## src/rtl/serial_subtractor.sv

```systemverilog
// rtl/serial_subtractor.sv - bit-serial subtractor, diff = a - b - bin, LSB first
//
// Ports:
//   clk, rst            clock; asynchronous active-high reset
//   in_valid, in_ready  operand handshake (a, b, bin sampled in IDLE only)
//   a, b, bin           minuend, subtrahend, borrow in
//   out_valid, out_ready result handshake (diff, bout held until taken)
//   diff, bout          difference modulo 2^WIDTH and final borrow
//   busy                operation in progress or result pending
module serial_subtractor #(
  parameter int WIDTH = 4
) (
  input  logic             clk,
  input  logic             rst,
  input  logic             in_valid,
  output logic             in_ready,
  input  logic [WIDTH-1:0] a,
  input  logic [WIDTH-1:0] b,
  input  logic             bin,
  output logic             out_valid,
  input  logic             out_ready,
  output logic [WIDTH-1:0] diff,
  output logic             bout,
  output logic             busy
);

  localparam int CW = $clog2(WIDTH) + 1;

  typedef enum logic [1:0] {
    IDLE,
    RUN,
    DONE
  } state_t;

  state_t           state;
  state_t           state_nxt;
  logic [WIDTH-1:0] a_sh;
  logic [WIDTH-1:0] b_sh;
  logic             br;
  logic [CW-1:0]    cnt;

  logic             a_i;
  logic             b_i;
  logic             d_i;
  logic             br_nxt;
  logic             last_bit;

  assign a_i      = a_sh[0];
  assign b_i      = b_sh[0];
  assign d_i      = a_i ^ b_i ^ br;
  assign br_nxt   = (~a_i & b_i) | (~(a_i ^ b_i) & br);
  assign last_bit = (cnt == CW'(WIDTH - 1));

  // in_ready is a pure state decode, masked while reset is held
  assign in_ready  = (state == IDLE) & ~rst;
  assign out_valid = (state == DONE);
  assign busy      = (state != IDLE);

  always_comb begin
    state_nxt = state;
    case (state)
      IDLE:    if (in_valid)  state_nxt = RUN;
      RUN:     if (last_bit)  state_nxt = DONE;
      DONE:    if (out_ready) state_nxt = IDLE;
      default:                state_nxt = IDLE;
    endcase
  end

  always_ff @(posedge clk or posedge rst) begin
    if (rst) begin
      state <= IDLE;
    end else begin
      state <= state_nxt;
    end
  end

  always_ff @(posedge clk or posedge rst) begin
    if (rst) begin
      a_sh <= '0;
      b_sh <= '0;
      br   <= 1'b0;
      cnt  <= '0;
      diff <= '0;
      bout <= 1'b0;
    end else begin
      case (state)
        IDLE: begin
          if (in_valid) begin
            a_sh <= a;
            b_sh <= b;
            br   <= bin;
            cnt  <= '0;
          end
        end
        RUN: begin
          a_sh <= a_sh >> 1;
          b_sh <= b_sh >> 1;
          br   <= br_nxt;
          cnt  <= cnt + CW'(1);
          // entering at the MSB means bit 0 reaches diff[0] after WIDTH shifts
          diff <= {d_i, diff[WIDTH-1:1]};
          if (last_bit) bout <= br_nxt;
        end
        default: ;
      endcase
    end
  end

endmodule
```

## config.mk

```make
export PLATFORM = sky130hd
export DESIGN_NAME = serial_subtractor
export DESIGN_NICKNAME = d
export VERILOG_FILES = /design/src/rtl/serial_subtractor.sv
export SDC_FILE = /design/constraint.sdc
export NUM_CORES = 1
export LEC_CHECK = 0
export ABC_AREA = 1
export ABC_CLOCK_PERIOD_IN_PS = 2800
export CORE_UTILIZATION = 45
export CTS_CLUSTER_DIAMETER = 100
export DETAILED_ROUTE_END_ITERATION = 12
export GPL_TIMING_DRIVEN = 0
export PLACE_DENSITY = 0.72
export SYNTH_ARGS = -nofsm -noshare
export SYNTH_HDL_FRONTEND = slang
export SYNTH_SLANG_ARGS = --single-unit
```

## constraint.sdc

```tcl
create_clock -name clk -period 2.8 [get_ports clk]
set_input_delay 0.42 -clock clk [delete_from_list [all_inputs] [get_ports clk]]
set_output_delay 0.42 -clock clk [all_outputs]
set_load 0.01 [all_outputs]
```

==> impl_results.md, run 1 <==
* Async SR Flop Fraction at 1.000
* # DRC at 0
* Setup ws final at 0.7032 ns
* Sequential-to-total area share from yosys stat at 0.4822
* Vias in the first global route at 790
* Share of the synthesized area in the top cell type at 0.4822
* Placed Cells at 161
* Startpoint types: register
* First-pass GRT wire length at 3.256 mm
* VDD IR-drop max at 542.4 µV
* Clk_skew at 0.004856 ns
* Routed WL per cell at 11.16 µm
* Overall Power at 1.387 mW
* Area contributors post-synth: dfrtp_1 (48%), nand2_1 (13%), inv_1 (7.2%)
* Nets at 155
* Filler instances at 190
* Critical Path RT at 2.38 ns
* Part of the cycle the worst path needs at 0.7489
* CTS clk-pin slew, worst paths at 0.11 ns
* Hold Vio Cnt, Final at 0
* Largest net degree at the start of global routing at 20
* Crit path capture type: output port
* P per Cell Area at 1113 nW/µm²
* CTS tree: done
* Crit path time final at 2.097 ns
* Layout cell share with drive strength beyond 1 at 0.1304
* # hold bufs at CTS at 0
* R2R Setup Slk at 1.63 ns
* Final Max Slew Viols at 0
* Hold Path Class: register to register
* FF-to-FF End: br$_DFFE_PP0P_
* Mapped Area at 985.9 µm²
* Cell type with the largest total area after synthesis: dfrtp_1
* CP arrival at 1.68 ns
* Clock Sinks at 19
* Crit path capture: in_ready
* Hold Path Depth at 2
* Mapped Nets at 130
* Synth cell types at 22
* Routed WL at 1.841 mm
* Number of max-cap violations at 0
* Critical Path Fanout Max at 9
* Non-filler cells in the finished layout at 165
* Antenna-violating nets left at 0
* Initial antenna violation count at 0
* H-tree lvl count at 1
* R2R Path Start: a_sh[0]$_DFFE_PP0P_
* Root Driver: clkbuf_4
* Via count at 780
* DP Worst Slack at 0.8928 ns
* Primary FF master, synth: dfrtp_1
* CP Launch Point: state[0]$_DFFE_PP0P_
* Gr ovfl total at 0
* Achievable clock frequency at 476.9 MHz
* Final TNS setup at 0 ns
* Synthesis Warnings at 0
* Number of enable flip-flop cells after synthesis at 0
* 1st-iter DRT viols at 8
* Number of gates resized after CTS at 0
* Area growth, synth to finish at 26.40%
* Status: finished, final reports clean
* Mean post-synth cell area at 8.649 µm²
* Worst slew margin at 0.5236
* Buffer depth of the longest clock path at 2
* Final setup vio count at 0
* # diodes at 0
* Std-Cell Rows at 16
* Unrepaired setup endpoints after global routing: false
* DIE AREA at 2382 µm²
* Vias/cell at 4.727
* Mapped Cells at 114
* TritonCTS Buffers at 3
* CORE AREA at 2002 µm²
* Yosys reg bits at 19
* Post-CTS setup buffer count at 0
* Initial Utilization at 0.4925
* Most frequent cell after synthesis: nand2_1
* Post-DP HPWL at 1.369 mm
* Worst Tran Pin Value at 0.7138 ns
* Post-synth top cells: nand2_1 (35), dfrtp_1 (19), inv_1 (19)
* Clock latency on the worst-skew pair at 0.29 ns
* 1st-pass router iterations at 6
* Die height at 48.81 µm
* Kind of critical path: register to output port
* Reg2reg path depth at 4
* I/O pin total at 21
* Port bufs at 20
* Gp weighted congestion at 0.7407
* LEAKAGE at 0.6330 nW
* Die W at 48.81 µm
* GR Util All Layers at 0.1816
[layout make-up]
cell class | instances | area [µm²] | share of cell area
flip-flops and latches | 19 | 475.5 | 0.3815
multi-input cells | 71 | 385.4 | 0.3092
repair buffers | 20 | 200.2 | 0.1606
inverters | 20 | 77.57 | 0.06225
plain buffers | 4 | 47.55 | 0.03815
well taps | 27 | 33.78 | 0.02711
clock buffers | 4 | 26.28 | 0.02108
[power breakdown]
part | switching (mW) | total (mW) | internal (mW) | leakage (nW)
registers | 0.0787 | 0.483 | 0.404 | 0.235
clock network | 0.0825 | 0.138 | 0.0554 | 0.0150
logic | 0.409 | 0.766 | 0.357 | 0.383
total | 0.570 | 1.39 | 0.817 | 0.633
[stage by stage]
step	cell area, µm²	util	hold WS, ns
6_report	1246	0.6225	0.4904
5_1_grt	1246	0.6225	0.5070
4_1_cts	1246	0.6225	0.4926
3_5_place_dp	1220	0.6094	0.4655
3_3_place_gp	1220	0.6094	0.4533
2_1_floorplan	985.9	-	0.3711
[cell families after synthesis]
family | after synthesis | synth area share
flip-flops | 19 | 0.4822
adder cells (fa/ha/maj) | 3 | 0.04568
buffers and inverters | 24 | 0.1269
AO/OA/AOI/OAI | 10 | 0.06472
AND/OR/NAND/NOR | 58 | 0.2805
[worst max-delay path, cell delays in order (launching register included)]
cell	delay, ns
dfrtp_1	0.39
buf_6	0.15
nor2_1	0.15
inv_1	0.07
nor2_1	0.08
clkdlybuf4s50_1	0.54
[worst min path at each step]
| stage | to | from |
|---|---|---|
| 2_1_floorplan | a_sh[0]$_DFFE_PP0P_ | rst |
| 3_3_place_gp | diff[0]$_DFFE_PP0P_ | diff[0]$_DFFE_PP0P_ |
| 3_5_place_dp | b_sh[0]$_DFFE_PP0P_ | b_sh[0]$_DFFE_PP0P_ |
| 4_1_cts | b_sh[0]$_DFFE_PP0P_ | b_sh[0]$_DFFE_PP0P_ |
| 5_1_grt | b_sh[2]$_DFFE_PP0P_ | b_sh[2]$_DFFE_PP0P_ |
| 6_report | diff[0]$_DFFE_PP0P_ | diff[0]$_DFFE_PP0P_ |
[layer usage]
metal	part of all wire	vias to the layer above	track usage
met5	0	-	0
met4	0.030	0	0.09314
met3	0.026	7	0.02804
met2	0.50	17	0.3171
met1	0.44	358	0.2150
li1	-	398	-
[sequential cells by signal, indices dropped and copies added, names as in the netlist]
signal / flops
b_sh: 4
cnt: 3
bout: 1
diff: 4
state: 2
br: 1
a_sh: 4
[cells in the final DEF (no fill, tap or decap)]
master,synthesis,final
nand2_1,35,35
clkdlybuf4s50_1,0,20
inv_1,19,19
dfrtp_1,19,19
nand3_1,12,12
nor2_1,4,4
o21ai_0,3,3
clkbuf_4,0,3
buf_6,2,2
o21ai_2,2,2
nand2_2,2,2
nand3_2,2,2
o21ai_1,2,2
ha_1,2,2
buf_2,1,1
inv_4,1,1
o31ai_1,1,1
nand2_8,1,1
buf_12,1,1
nor2_2,1,1
a21oi_2,1,1
a21oi_1,1,1
nor2_4,1,1
fa_1,1,1
clkbuf_1,0,1
Note: power is estimated with default switching activity, not from simulation.
==> run 2: changes to the inputs <==
--- a/config.mk
+++ b/config.mk
@@ -6,12 +6,12 @@
 export NUM_CORES = 1
 export LEC_CHECK = 0
 export ABC_AREA = 1
-export ABC_CLOCK_PERIOD_IN_PS = 2800
-export CORE_UTILIZATION = 45
+export ABC_CLOCK_PERIOD_IN_PS = 1800
+export CORE_UTILIZATION = 44
 export CTS_CLUSTER_DIAMETER = 100
 export DETAILED_ROUTE_END_ITERATION = 12
 export GPL_TIMING_DRIVEN = 0
-export PLACE_DENSITY = 0.72
+export PLACE_DENSITY = 0.73
 export SYNTH_ARGS = -nofsm -noshare
 export SYNTH_HDL_FRONTEND = slang
 export SYNTH_SLANG_ARGS = --single-unit
==> constraint.sdc (replaced) <==
create_clock -name clk -period 1.8 [get_ports clk]
set_input_delay 0.27 -clock clk [delete_from_list [all_inputs] [get_ports clk]]
set_output_delay 0.27 -clock clk [all_outputs]
set_load 0.01 [all_outputs]
==> impl_results.md, run 2 (synthesis results as in run 1) <==
* P per Cell Area at 1703 nW/µm² (+53%)
* CP arrival at 1.40 ns (-0.28 ns)
* Kind of critical path: register to output port
* Critical Path Fanout Max at 10 (+1)
* First-pass GRT wire length at 3.243 mm (-0.40%)
* Global route hottest layer: met2
* Clk_skew at 0.003014 ns (-0.001842 ns)
* Initial antenna violation count at 0 (unchanged)
* VDD IR-drop max at 790.5 µV (+46%)
* TritonCTS Buffers at 3 (unchanged)
* CTS tree: done
* Unrepaired setup endpoints after global routing: false
* Reg2reg path depth at 4 (unchanged)
* Hold Vio Cnt, Final at 0 (unchanged)
* Antenna-violating nets left at 0 (unchanged)
* Commonest non-fill, non-tap cell in the layout: nand2_1
* Startpoint types: register
* Final TNS setup at 0 ns (unchanged)
* # diodes at 0 (unchanged)
* R2R Setup Slk at 0.66 ns (-0.97 ns)
* CTS clk-pin slew, worst paths at 0.10 ns (about the same)
* Largest net degree at the start of global routing at 20 (unchanged)
* Post-DP HPWL at 1.278 mm (-6.6%)
* Std-Cell Rows at 16 (unchanged)
* Clock Sinks at 19 (unchanged)
* # DRC at 0 (unchanged)
* LEAKAGE at 0.6460 nW (+2.1%)
* Vias/cell at 4.618 (-2.3%)
* 1st-pass router iterations at 4 (-2)
* Routed WL at 1.779 mm (-3.4%)
* Vias in the first global route at 750 (-5.1%)
* Initial Utilization at 0.4828 (-0.009657)
* Gr ovfl total at 0 (unchanged)
* 1st-iter DRT viols at 10 (+2)
* Worst slew margin at 0.5176 (-0.005964)
* Crit path capture type: output port
* Worst Tran Pin Value at 0.7227 ns (+0.008937 ns)
* R2R Path Start: cnt[0]$_DFFE_PP0P_
* Nets at 155 (unchanged)
* Critical Path RT at 1.53 ns (-0.85 ns)
* Met3 usage at 0.04050 (+0.01246)
* Post-CTS setup buffer count at 0 (unchanged)
* Via count at 762 (-2.3%)
* Clock latency on the worst-skew pair at 0.29 ns (about the same)
* Layout cell share with drive strength beyond 1 at 0.1377 (+0.007246)
* Most frequent cells in the layout: nand2_1 (35), inv_1 (19), dfrtp_1 (19)
* # hold bufs at CTS at 0 (unchanged)
* FF-to-FF End: state[1]$_DFFE_PP0P_
* Buffer depth of the longest clock path at 2 (unchanged)
* Root Driver: clkbuf_4
* H-tree lvl count at 1 (unchanged)
* Die W at 49.34 µm (+1.1%)
* Biggest regs: a_sh (4), b_sh (4), diff (4)
* Gp weighted congestion at 0.7430 (+0.31%)
* Area growth, synth to finish at 26.65%
* Achievable clock frequency at 597.4 MHz
* Port bufs at 20 (unchanged)
* I/O pin total at 21 (unchanged)
* Global routing usage on met1 at 0.2308 (+0.01576)
* DIE AREA at 2434 µm² (+2.2%)
* Final Max Slew Viols at 0 (unchanged)
* GR Util All Layers at 0.1766 (-0.005048)
* Routed WL per cell at 10.78 µm (-3.4%)
* Part of the cycle the worst path needs at 0.9300
* Final setup vio count at 0 (unchanged)
* Crit path time final at 1.674 ns
* Final design utilization at 0.6115 (-0.01098)
* Die height at 49.34 µm (+1.1%)
* Hold Path Class: input port to async pin
* CORE AREA at 2042 µm² (+2.0%)
* Status: finished, final reports clean
* CP Launch Point: state[0]$_DFFE_PP0P_
* Number of max-cap violations at 0 (unchanged)
* Met2 GRT Util at 0.2717 (-0.04544)
[run 2: changes by cell type in the layout (fill, tap and decap cells not counted), sizes merged]
cell,before,now
dlymetal6s2s,0,1
clkdlybuf4s50,20,17
dlygate4sd2,0,2
[run 2: stage by stage]
stage	instance area, µm²	setup WS (ns)	total power, mW	hold WS [ns]	instances
after global placement	1220	0.1848	1.915	0.4530	161
after floorplan	985.9	0.6237	1.593	0.2211	114
after global routing	1249	0.05455	2.335	0.5032	165
final	1249	0.1261	2.126	0.4203	165
after CTS	1246	0.03376	2.166	0.4453	165
after detailed placement	1220	0.1750	1.946	0.4583	161
[run 2: area by class of cell]
type / count / area (µm²)
fillers: 197 / 793.3
flip-flops and latches: 19 / 475.5
multi-input cells: 71 / 387.9
repair buffers: 20 / 200.2
inverters: 20 / 77.57
plain buffers: 4 / 47.55
well taps: 27 / 33.78
clock buffers: 4 / 26.28
[run 2: layer usage]
| metal | vias up | part of all wire |
|---|---|---|
| met1 | 341 | 0.48 |
| met2 | 17 | 0.45 |
| li1 | 397 | - |
| met5 | - | 0 |
| met3 | 7 | 0.043 |
| met4 | 0 | 0.025 |
[run 2: how the worst max path moves through the flow]
| stage | endpoint | slack, ns | depth (start not counted) |
|---|---|---|---|
| 2_1_floorplan | in_ready | 0.62 | 4 |
| 3_3_place_gp | out_valid | 0.18 | 4 |
| 3_5_place_dp | out_valid | 0.18 | 4 |
| 4_1_cts | busy | 0.03 | 4 |
| 5_1_grt | out_valid | 0.05 | 4 |
| 6_report | out_valid | 0.13 | 4 |
[run 2: power by group]
part / internal, mW / total, mW / leakage (nW) / switching (mW)
Clock: 0.0863 / 0.212 / 0.0150 / 0.126
Combinational: 0.544 / 1.17 / 0.396 / 0.622
Sequential: 0.629 / 0.748 / 0.235 / 0.119
Total: 1.26 / 2.13 / 0.646 / 0.867
[run 2: what timing repair did]
action | CTS | global route
gates resized for setup | 3 | 1
pin swaps | 0 | 0
endpoints found under the setup margin | 3 | 1
hold endpoints to repair | 0 | 0
[run 2: worst max-delay path, cell delays in order (launching register included)]
cell           delay (ns)
dfrtp_1              0.39
buf_6                0.15
buf_2                0.19
nor2_1               0.11
dlygate4sd2_1        0.27
==> run 3: changes to the inputs <==
--- a/config.mk
+++ b/config.mk
@@ -6,12 +6,13 @@
 export NUM_CORES = 1
 export LEC_CHECK = 0
 export ABC_AREA = 1
-export ABC_CLOCK_PERIOD_IN_PS = 1800
-export CORE_UTILIZATION = 44
+export ABC_CLOCK_PERIOD_IN_PS = 1900
+export CORE_UTILIZATION = 45
 export CTS_CLUSTER_DIAMETER = 100
 export DETAILED_ROUTE_END_ITERATION = 12
 export GPL_TIMING_DRIVEN = 0
-export PLACE_DENSITY = 0.73
+export PLACE_DENSITY = 0.72
+export SLEW_MARGIN = 10
 export SYNTH_ARGS = -nofsm -noshare
 export SYNTH_HDL_FRONTEND = slang
 export SYNTH_SLANG_ARGS = --single-unit
==> constraint.sdc (replaced) <==
create_clock -name clk -period 1.9 [get_ports clk]
set_input_delay 0.285 -clock clk [delete_from_list [all_inputs] [get_ports clk]]
set_output_delay 0.285 -clock clk [all_outputs]
set_load 0.01 [all_outputs]
==> impl_results.md, run 3 (synthesis results as in run 1) <==
* Status: finished, final reports clean
* Routed WL at 1.847 mm (+3.8%)
* Final instance area at 1246 µm² (-0.20%)
* Placed Area at 1220 µm² (unchanged)
* Gp weighted congestion at 0.7407 (-0.31%)
* Overall Power at 2.042 mW (-4.0%)
* Critical Path Fanout Max at 9 (-1)
* Post-DP HPWL at 1.369 mm (+7.1%)
* Crit-path max cell delay at 0.47 ns (+0.08 ns)
* Slowest CP cell: clkdlybuf4s50_1
* Port bufs at 20 (unchanged)
* Critical Path, Cell by Cell: buf_6 -> nor2_2 -> inv_1 -> clkdlybuf4s50_1
* Vias in the first global route at 796 (+6.1%)
* I/O pin total at 21 (unchanged)
* Worst Tran Pin Value at 0.7164 ns (-0.006325 ns)
* Critical Path RT at 1.62 ns (+0.09 ns)
* # diodes at 0 (unchanged)
* Multi-input logic area at 387.9 µm² (unchanged)
* Hold Vio Cnt, Final at 0 (unchanged)
* Setup ws final at 0.1320 ns (+0.005899 ns)
* Final TNS setup at 0 ns (unchanged)
* Achievable clock frequency at 565.6 MHz
* Die W at 48.81 µm (-1.1%)
* H-tree lvl count at 1 (unchanged)
* Crit path time final at 1.768 ns
* Initial antenna violation count at 0 (unchanged)
* Non-filler cells in the finished layout at 165 (unchanged)
* Vias/cell at 4.758 (+3.0%)
* Final Max Slew Viols at 0 (unchanged)
* Unrepaired setup endpoints after global routing: false
* Crit path capture type: output port
* Routed WL per cell at 11.19 µm (+3.8%)
* TritonCTS Buffers at 3 (unchanged)
* Root Driver: clkbuf_4
* Number of max-cap violations at 0 (unchanged)
* # DRC at 0 (unchanged)
* Clock Sinks at 19 (unchanged)
* DIE AREA at 2382 µm² (-2.1%)
* CTS clk-pin slew, worst paths at 0.11 ns (about the same)
* Hold Path Class: input port to async pin
* Initial Utilization at 0.4925 (+0.009657)
* First-pass GRT wire length at 3.270 mm (+0.83%)
* Startpoint types: register
* Gr ovfl total at 0 (unchanged)
* Clk_skew at 0.005063 ns (+0.002049 ns)
* Post-CTS setup buffer count at 0 (unchanged)
* Worst slew margin at 0.5219 (+0.004221)
* Reg area at 475.5 µm² (unchanged)
* Nets at 155 (unchanged)
* Placed Cells at 161 (unchanged)
* Std-Cell Rows at 16 (unchanged)
* Layout cell share with drive strength beyond 1 at 0.1377 (unchanged)
* P per Cell Area at 1638 nW/µm² (-3.8%)
* 1st-iter DRT viols at 8 (-2)
* CP arrival at 1.48 ns (+0.08 ns)
* Biggest regs: a_sh (4), b_sh (4), diff (4)
* Commonest non-fill, non-tap cell in the layout: nand2_1
* CTS tree: done
* DP Worst Slack at 0.2628 ns (+0.08774 ns)
* Top delay family on crit path: buffers and inverters
* Clock latency on the worst-skew pair at 0.29 ns (about the same)
* Filler instances at 188 (-4.6%)
* GR Util All Layers at 0.1823 (+0.005718)
* Part of the cycle the worst path needs at 0.9305
* LEAKAGE at 0.6415 nW (-0.70%)
* Area growth, synth to finish at 26.40%
* VDD IR-drop max at 800.2 µV (+1.2%)
* Most frequent cells in the layout: nand2_1 (35), inv_1 (19), dfrtp_1 (19)
* Largest net degree at the start of global routing at 20 (unchanged)
* # hold bufs at CTS at 0 (unchanged)
* CORE AREA at 2002 µm² (-2.0%)
* Kind of critical path: register to output port
* 1st-pass router iterations at 6 (+2)
* Crit path buffers/inverters at 3 (unchanged)
* Buffer depth of the longest clock path at 2 (unchanged)
* Die height at 48.81 µm (-1.1%)
* Antenna-violating nets left at 0 (unchanged)
* Via count at 785 (+3.0%)
* Final setup vio count at 0 (unchanged)
run 3: changes by cell type in the layout (fill, tap and decap cells not counted):
cell and delta:
clkdlybuf4s50_1 +1, dlymetal6s2s_1 -1
run 3: power by group:
part | leakage [nW] | switching (mW) | internal [mW] | total, mW
logic | 0.391 | 0.604 | 0.522 | 1.13
registers | 0.235 | 0.117 | 0.596 | 0.713
clock network | 0.0150 | 0.122 | 0.0817 | 0.203
run 3: timing repair:
item / 4_1_cts / 5_1_grt
endpoints found under the hold margin: 0 / 0
gates resized for setup: 3 / 0
endpoints found under the setup margin: 2 / 0
run 3: worst register-to-register path, cell delays in order, from the launching register on:
cell and delay, ns:
dfrtp_1 0.42, fa_1 0.46, nand3_1 0.10, nand3_1 0.08, nand2_1 0.07
run 3: path summary, 6_finish.rpt:
kind                            depth (start not counted)            startpoint                   end  slack [ns]
worst max-delay path                                    4  state[0]$_DFFE_PP0P_                  busy        0.13
worst min-delay path                                    2                   rst  state[1]$_DFFE_PP0P_        0.43
worst max register to register                          4   a_sh[0]$_DFFE_PP0P_        br$_DFFE_PP0P_        0.73
worst min register to register                          2   diff[0]$_DFFE_PP0P_   diff[0]$_DFFE_PP0P_        0.49
max in group asynchronous                               2                   rst   b_sh[0]$_DFFE_PP0P_        1.01
min in group clk                                        2   diff[0]$_DFFE_PP0P_   diff[0]$_DFFE_PP0P_        0.49
run 3: routing by layer:
layer  share of wire  track usage  vias up
met1            0.44       0.2150      361
met3           0.025      0.02804        7
met5               0            0        -
li1                -            -      400
met2            0.50       0.3194       17
met4           0.030      0.09314        0
run 3: area by class of cell:
type | count | share of cell area
buffer | 4 | 0.03815
clock buffer | 4 | 0.02108
inverter | 20 | 0.06225
multi-input combinational | 71 | 0.3112
sequential | 19 | 0.3815
tap | 27 | 0.02711
timing repair buffer | 20 | 0.1586
run 3: stage by stage:
stage	hold slack, ns	util
after floorplan	0.2361	-
after global placement	0.4533	0.6094
after detailed placement	0.4655	0.6094
after CTS	0.4611	0.6225
after global routing	0.5070	0.6225
final	0.4314	0.6225
